==> config.mk <==
export PLATFORM = sky130hd
export DESIGN_NAME = imem_loader
export DESIGN_NICKNAME = d
export VERILOG_FILES = /design/src/rtl/imem_loader.sv
export SDC_FILE = /design/constraint.sdc
export NUM_CORES = 1
export LEC_CHECK = 0
export CAP_MARGIN = 25
export CELL_PAD_IN_SITES_DETAIL_PLACEMENT = 1
export CELL_PAD_IN_SITES_GLOBAL_PLACEMENT = 2
export CORE_MARGIN = 1
export CORE_UTILIZATION = 35
export CTS_CLUSTER_DIAMETER = 150
export CTS_CLUSTER_SIZE = 10
export DETAILED_ROUTE_END_ITERATION = 16
export PLACE_DENSITY = 0.91
export RECOVER_POWER = 25
export SLEW_MARGIN = 20
export SYNTH_ARGS = -nofsm -noshare
export SYNTH_HDL_FRONTEND = slang
export SYNTH_SLANG_ARGS = --single-unit
export TNS_END_PERCENT = 50
==> constraint.sdc <==
create_clock -name clk -period 2.7 [get_ports clk]
set_clock_uncertainty 0.05 [all_clocks]
set_input_delay 0.405 -clock clk [delete_from_list [all_inputs] [get_ports clk]]
set_output_delay 0.405 -clock clk [all_outputs]
set_load 0.05 [all_outputs]
==> src/rtl/imem_loader.sv <==
// Byte-stream instruction memory loader: length-prefixed image -> 32-bit word writes.
// Optional trailing 8-bit checksum byte enabled by IMEM_LOADER_CHECKSUM_EN.
//
// state   | meaning
// S_IDLE  | waiting for start after reset
// S_LEN_HI| accepting length high byte
// S_LEN_LO| accepting length low byte, validating length
// S_DATA  | accepting image bytes into the assembly register
// S_WRITE | one-cycle word write strobe
// S_CHECK | accepting trailing checksum byte (checksum build only)
// S_DONE  | image loaded, processor released
// S_ERR   | bad length or checksum, processor held
module imem_loader #(
  parameter int                 A_WIDTH   = 32,
  parameter logic [A_WIDTH-1:0] BASE_ADDR = 32'hBFC00000,
  parameter int                 MAX_BYTES = 4096
) (
  input  logic               clk,
  input  logic               rst_n,
  input  logic               start,
  input  logic               in_valid,
  input  logic [7:0]         in_data,
  output logic               in_ready,
  output logic               mem_we,
  output logic [A_WIDTH-1:0] mem_addr,
  output logic [31:0]        mem_wdata,
  output logic               busy,
  output logic               done,
  output logic               error,
  output logic               cpu_hold
);

  typedef enum logic [2:0] {
    S_IDLE,
    S_LEN_HI,
    S_LEN_LO,
    S_DATA,
    S_WRITE,
`ifdef IMEM_LOADER_CHECKSUM_EN
    S_CHECK,
`endif
    S_DONE,
    S_ERR
  } state_t;

  state_t      state_q, state_d;
  logic [7:0]  len_hi_q;
  logic [15:0] rem_q;
  logic [13:0] word_idx_q;
  logic [23:0] asm_q;
  logic [15:0] len_n;
  logic [31:0] len_ext;
  logic        len_bad;
  logic        last_of_word;
`ifdef IMEM_LOADER_CHECKSUM_EN
  logic [7:0]  sum_q;
`endif

  assign len_n        = {len_hi_q, in_data};
  assign len_ext      = {16'd0, len_n};
  assign len_bad      = (len_ext > 32'(MAX_BYTES)) || (len_n[1:0] != 2'b00);
  // rem_q counts down remaining bytes; lengths are word multiples, so rem==1 mod 4 marks a word's last byte
  assign last_of_word = (rem_q[1:0] == 2'b01);

  assign mem_we   = (state_q == S_WRITE);
  assign done     = (state_q == S_DONE);
  assign error    = (state_q == S_ERR);
  assign cpu_hold = (state_q != S_DONE);

  always_ff @(posedge clk or negedge rst_n) begin
    if (!rst_n) state_q <= S_IDLE;
    else        state_q <= state_d;
  end

  always_comb begin
    state_d  = state_q;
    in_ready = 1'b0;
    busy     = 1'b0;
    case (state_q)
      S_IDLE, S_DONE, S_ERR: begin
        if (start) state_d = S_LEN_HI;
      end
      S_LEN_HI: begin
        in_ready = 1'b1;
        busy     = 1'b1;
        if (in_valid) state_d = S_LEN_LO;
      end
      S_LEN_LO: begin
        in_ready = 1'b1;
        busy     = 1'b1;
        if (in_valid) begin
          if (len_n == 16'd0) state_d = S_DONE;
          else if (len_bad)   state_d = S_ERR;
          else                state_d = S_DATA;
        end
      end
      S_DATA: begin
        in_ready = 1'b1;
        busy     = 1'b1;
        if (in_valid && last_of_word) state_d = S_WRITE;
      end
      S_WRITE: begin
        busy = 1'b1;
        if (rem_q != 16'd0) state_d = S_DATA;
`ifdef IMEM_LOADER_CHECKSUM_EN
        else state_d = S_CHECK;
`else
        else state_d = S_DONE;
`endif
      end
`ifdef IMEM_LOADER_CHECKSUM_EN
      S_CHECK: begin
        in_ready = 1'b1;
        busy     = 1'b1;
        if (in_valid) state_d = (in_data == sum_q) ? S_DONE : S_ERR;
      end
`endif
      default: state_d = S_IDLE;
    endcase
  end

  always_ff @(posedge clk or negedge rst_n) begin
    if (!rst_n) begin
      len_hi_q   <= 8'd0;
      rem_q      <= 16'd0;
      word_idx_q <= 14'd0;
      asm_q      <= 24'd0;
      mem_addr   <= BASE_ADDR;
      mem_wdata  <= 32'd0;
    end else begin
      case (state_q)
        S_IDLE, S_DONE, S_ERR: begin
          if (start) begin
            rem_q      <= 16'd0;
            word_idx_q <= 14'd0;
            asm_q      <= 24'd0;
          end
        end
        S_LEN_HI: if (in_valid) len_hi_q <= in_data;
        S_LEN_LO: if (in_valid) rem_q <= len_n;
        S_DATA: begin
          if (in_valid) begin
            asm_q <= {asm_q[15:0], in_data};
            rem_q <= rem_q - 16'd1;
            if (last_of_word) begin
              mem_addr  <= BASE_ADDR + A_WIDTH'({word_idx_q, 2'b00});
              mem_wdata <= {asm_q, in_data};
            end
          end
        end
        S_WRITE: word_idx_q <= word_idx_q + 14'd1;
        default: ;
      endcase
    end
  end

`ifdef IMEM_LOADER_CHECKSUM_EN
  always_ff @(posedge clk or negedge rst_n) begin
    if (!rst_n)                                         sum_q <= 8'd0;
    else if (start && (state_q == S_IDLE || state_q == S_DONE || state_q == S_ERR))
                                                        sum_q <= 8'd0;
    else if (state_q == S_DATA && in_valid)             sum_q <= sum_q + in_data;
  end
`endif

endmodule
==> results.yml, run 1 <==
sta:
  slew_headroom_pct: 18.9
  hold_viol: 0
  tightest_slew_ns: 1.22
  period_minus_slack_ns: 2.53
  clock.fmax_mhz: 395
  finalMaxSlewViolations: 0
  setup_tns_ns: 0
  finalSetupViolCount: 0
  fin_crit_sh_pct: 93.7
  rsz0062_at_grt: "no"
clock_tree:
  cts_made_buffers: 9
  cts_resized: 0
  root_buffer: "clkbuf_16"
  tritoncts: "yes"
  clock_latency_ns: 0.35
  clkSinkCount: 111
  htree_levels: 3
  clockBufferDepth: 2
  post_cts_buffers: 0
  postCtsHoldBufs: 0
  clkTransAtPathRegs_ns: 0.07
critical_path:
  r2r-end: "rem_q[12]"
  reg2reg_from: "rem_q[0]"
  crit_required_ns: 2.25
  rrSetupSlack_ns: 0.42
  path_max_fanout: 14
  crit_path_end_kind: "output pin"
  crit_type: "reg2out"
  worst_setup_path_start_kind: "flip-flop"
  rr_worst_depth: 7
  arrival_ns: 2.08
synthesis:
  synth_common_cells: "dfrtp_1 (111), nand2_1 (74), mux2_2 (46), nand3_1 (35), nor2_1 (27)"
  yosysUniqueCellTypes: 58
  synth_edf_count: 0
  syn_area_per_cell_um2: 10.8
  yosys_most_used_dff: "dfrtp_1"
  synth_top_area_cell: "dfrtp_1"
  synth_top_cell_area_share_pct: 53.8
  yosysMostFrequentCell: "dfrtp_1"
  synth_seq_cells: 111
  synthesis.area_um2: 5160
  async_reset_ff_share_pct: 100
  synth_warnings: 0
  synth.top_cells.by_area: "dfrtp_1 (54%), mux2_2 (10%), nand2_1 (5.4%)"
  yosysSeqAreaShare_pct: 53.8
  syn_inst: 480
min_path:
  min-delay-path-class: "in2async"
power:
  combPwrFrac_pct: 44.3
  clkPwrFrac_pct: 18.8
  p_leak_nw: 2.96
  p_int_mw: 4.24
  cellPowerDensity_nw_per_um2: 1200
  peakVddDrop_mv: 0.448
  seqPwrFrac_pct: 36.8
  switchingPower_mw: 3.30
  swShare_pct: 43.7
detailed_routing:
  drt-initial-drc-count: 193
  num_vias: 3889
  drc: 0
  viasPerCell: 5.31
  drt_pass1_iterations: 4
  wl_per_cell_um: 17.9
  drt_wl_total_um: 13100
  ant_nets: 0
global_routing:
  grt_pass1_wl_um: 21800
  antenna_found_initial: 0
  grt_max_degree: 51
  grt_pass1_vias: 4159
  grt_usage_pct: 18.8
  global_route.overflow_total: 0
run:
  maxCapViolations: 0
floorplanning:
  die_area_um2: 15200
  io_pins: 82
  fp.dieH_um: 123
  core_um2: 14500
  die_width_um: 123
  num_rows: 44
  initial_core_util_pct: 35.7
placement:
  place_congestion: 0.834
  port_buffers: 63
  dp_hpwl_um: 9020
layout:
  syn_to_final_growth_pct: 21.6
  final_net_count: 559
  postLayoutCoreUtil_pct: 43.4
  drive_gt1_share_pct: 17.2
  antenna_cells: 0
  n_fill_cell: 1601
run_status:
  status: "completed"
==> critical path: stages, from the launching register on <==
cell and delay, ns:
dfrtp_1 0.62, inv_2 0.13, nor3_2 0.22, inv_1 0.06, clkdlybuf4s50_1 0.69
==> through the flow <==
step	setup WS, ns	hold WS, ns	instances	cell area, µm²	power (mW)
5_1_grt	0.0328	0.306	732	6280	7.98
3_5_place_dp	0.0438	0.391	716	5980	6.14
4_1_cts	0.0960	0.0197	732	6290	7.59
3_3_place_gp	0.177	0.376	716	5980	5.99
6_report	0.170	0.213	732	6280	7.54
2_1_floorplan	0.454	0.0594	496	5230	5.04
==> layout make-up <==
type,instances,area (µm²),share of cell area (%)
Sequential cell,111,2780,44.2
Multi-Input combinational cell,336,2190,34.9
Timing Repair Buffer,77,731,11.6
Clock buffer,13,270,4.30
Tap cell,184,230,3.67
Clock inverter,3,48.8,0.777
Inverter,8,31.3,0.498
==> routing by layer <==
metal	vias to the layer above	track usage [%]	routed length [µm]
met1	1995	24.0	5650
met3	28	2.63	430
li1	1777	-	-
met4	0	8.28	351
met5	-	0	0
met2	89	31.6	6690
==> sequential cells by signal (all words and copies together) (netlist names) <==
register,cells
mem_wdata,32
asm_q,24
rem_q,16
mem_addr,14
word_idx_q,14
len_hi_q,8
state_q,3
==> cell families after synthesis <==
kind of cell    after synthesis  synth area share, %
simple gates                177                 17.0
flops                       111                 53.8
compound gates               68                 8.39
mux                          62                 13.3
buf+inv                      49                 5.19
xor+xnor                      7                 1.19
fa+ha+maj                     4                0.970
other cells                   2                0.145
==> worst max path at each step <==
stage,startpoint,to,slack [ns],cells after the start
floorplan,state_q[2],cpu_hold,0.45,4
global placement,start,rem_q[13],0.18,6
detailed placement,start,rem_q[13],0.04,6
CTS,state_q[1],rem_q[13],0.1,5
global route,state_q[2],cpu_hold,0.03,4
finish,state_q[2],cpu_hold,0.17,4
==> power by group through the flow <==
stage | clock network [mW] | registers (mW) | logic (mW)
after floorplan | 0 | 3.39 | 1.65
after global placement | 0 | 2.75 | 3.24
after detailed placement | 0 | 2.79 | 3.34
after CTS | 1.45 | 2.78 | 3.37
after global routing | 1.51 | 2.86 | 3.61
final | 1.42 | 2.78 | 3.34
==> placed cells by master (no fill, tap or decap), drive strengths merged, types with 6 or more instances in the layout <==
| cell | synthesis | final |
|---|---|---|
| dfrtp | 111 | 111 |
| nand2 | 75 | 75 |
| clkdlybuf4s50 | 0 | 58 |
| mux2 | 54 | 54 |
| nand3 | 35 | 35 |
| nor2 | 28 | 28 |
| o21ai | 27 | 27 |
| conb | 2 | 18 |
| buf | 33 | 17 |
| clkbuf | 8 | 15 |
| a21oi | 12 | 12 |
| mux2i | 8 | 8 |
| inv | 7 | 8 |
| and3 | 6 | 6 |
No activity file was read; power rests on OpenSTA's default activity.
==> inputs of run 2 (changes only) <==
--- a/config.mk
+++ b/config.mk
@@ -9,11 +9,12 @@
 export CELL_PAD_IN_SITES_DETAIL_PLACEMENT = 1
 export CELL_PAD_IN_SITES_GLOBAL_PLACEMENT = 2
 export CORE_MARGIN = 1
-export CORE_UTILIZATION = 35
+export CORE_UTILIZATION = 36
+export CTS_BUF_LIST = sky130_fd_sc_hd__clkbuf_4 sky130_fd_sc_hd__clkbuf_8
 export CTS_CLUSTER_DIAMETER = 150
 export CTS_CLUSTER_SIZE = 10
 export DETAILED_ROUTE_END_ITERATION = 16
-export PLACE_DENSITY = 0.91
+export PLACE_DENSITY = 0.93
 export RECOVER_POWER = 25
 export SLEW_MARGIN = 20
 export SYNTH_ARGS = -nofsm -noshare
==> results.yml, run 2 (synthesis results as in run 1) <==
sta:
  clock.fmax_mhz: 390
  rsz0062_at_grt: "no"
  slew_headroom_pct: 9.52
  finalMaxSlewViolations: 0
  setup_tns_ns: 0
  hold_slack_ns: 0.448
  hold_viol: 0
  fin_crit_sh_pct: 94.9
  tightest_slew_ns: 1.36
  finalSetupViolCount: 0
  period_minus_slack_ns: 2.56
placement:
  dp_hpwl_um: 9140
  place_congestion: 0.821
  port_buffers: 63
detailed_routing:
  wl_per_cell_um: 17.4
  ant_nets: 0
  drc: 0
  drt_wl_total_um: 12700
  num_vias: 3838
  viasPerCell: 5.25
  drt-initial-drc-count: 171
  drt_pass1_iterations: 4
critical_path:
  r2r-end: "rem_q[12]"
  reg2reg_from: "rem_q[0]"
  crit_path_top_delay_cell: "clkdlybuf4s50_1"
  rrSetupSlack_ns: 0.30
  rr_worst_depth: 7
  crit_required_ns: 2.25
  worst_setup_path_start_kind: "flip-flop"
  crit_type: "reg2out"
  worst-path-stages: 4
  crit_path_end_kind: "output pin"
  path_max_fanout: 14
  critPathTopFamily: "buffers and inverters"
  path_cells: "inv_2 > nor3_2 > inv_1 > clkdlybuf4s50_1"
  arrival_ns: 2.11
  crit_buf_inv: 3
  cpPeakStageDelay_ns: 0.69
floorplanning:
  io_pins: 82
  die_area_um2: 14800
  num_rows: 43
  die_width_um: 122
  fp.dieH_um: 122
  core_um2: 13900
  initial_core_util_pct: 37.0
layout:
  drive_gt1_share_pct: 17.4
  regMostFlops: "mem_wdata"
  largest_register_ffs: 32
  top_regs: "mem_wdata: 32 flops, asm_q: 24 flops, rem_q: 16 flops"
  layout_common_cells: "dfrtp_1 (111), nand2_1 (74), clkdlybuf4s50_1 (58)"
  final_net_count: 562
  postLayoutCoreUtil_pct: 44.5
  final_common_cell: "dfrtp_1"
  syn_to_final_growth_pct: 20.0
  antenna_cells: 0
clock_tree:
  clock_latency_ns: 0.37
  clkSinkCount: 111
  clkTransAtPathRegs_ns: 0.11
  root_buffer: "clkbuf_8"
  post_cts_buffers: 0
  tritoncts: "yes"
  cts_made_buffers: 9
  htree_levels: 3
  clockBufferDepth: 2
global_routing:
  antenna_found_initial: 0
  grt_pass1_vias: 3987
  grt_usage_pct: 18.2
  grt_max_degree: 60
  grt_pass1_wl_um: 20900
  global_route.overflow_total: 0
power:
  p_leak_nw: 2.93
  cellPowerDensity_nw_per_um2: 1150
  peakVddDrop_mv: 0.448
min_path:
  holdCritStartpoint: "asm_q[21]"
  hold_depth: 1
  min-delay-path-class: "reg2reg"
  min_to: "mem_wdata[29]"
run_status:
  status: "completed"
run:
  maxCapViolations: 0
## run 2: timing repair
item / 4_1_cts / 5_1_grt
setup endpoints to repair: 0 / 0
gates resized for setup: 0 / 0
hold buffers: 1 / 0
hold endpoints to repair: 20 / 0
## run 2: through the flow
stage | worst slack [ns] | instance area (µm²) | cells | total power [mW]
after floorplan | 0.454 | 5230 | 496 | 5.04
after global placement | 0.202 | 5990 | 714 | 5.98
after detailed placement | 0.0187 | 5990 | 714 | 6.14
after CTS | 0.108 | 6200 | 731 | 7.18
after global routing | 0.0141 | 6200 | 731 | 7.57
final | 0.138 | 6200 | 731 | 7.13
## run 2: worst max-delay path by stage
stage	from	end	slack (ns)
3_5_place_dp	start	rem_q[13]	0.02
5_1_grt	state_q[2]	cpu_hold	0.01
4_1_cts	state_q[1]	rem_q[13]	0.11
2_1_floorplan	state_q[2]	cpu_hold	0.45
6_report	state_q[2]	cpu_hold	0.14
3_3_place_gp	start	rem_q[13]	0.20
## run 2: final cells by class
cell class | count | area, µm²
multi-input cells | 336 | 2190
inverters | 8 | 31.3
fillers | 1530 | 7740
repair buffers | 80 | 769
clock buffers | 10 | 138
flip-flops and latches | 111 | 2780
clock inverters | 6 | 65.1
well taps | 180 | 225
## run 2: worst reg2reg max path, delay by kind of cell, from the launching register on
kind	cells	cell delay, ns
compound gates	1	0.09
xor+xnor	1	0.18
fa+ha+maj	1	0.21
buf+inv	1	0.14
flops	1	0.48
simple gates	3	1.13
## run 2: power by group
group	switching [mW]	internal [mW]	leakage, nW	total (mW)
Combinational	2.14	1.21	1.34	3.35
Sequential	0.516	2.23	1.48	2.75
Clock	0.574	0.459	0.103	1.03
## run 2: per-layer routing
metal  GRT usage (%)  wire (µm)  up-vias
met4            6.17        221        0
li1                -          -     1777
met3            3.00        374       20
met5               0          0        -
met1            23.7       5550     1971
met2            30.6       6600       70
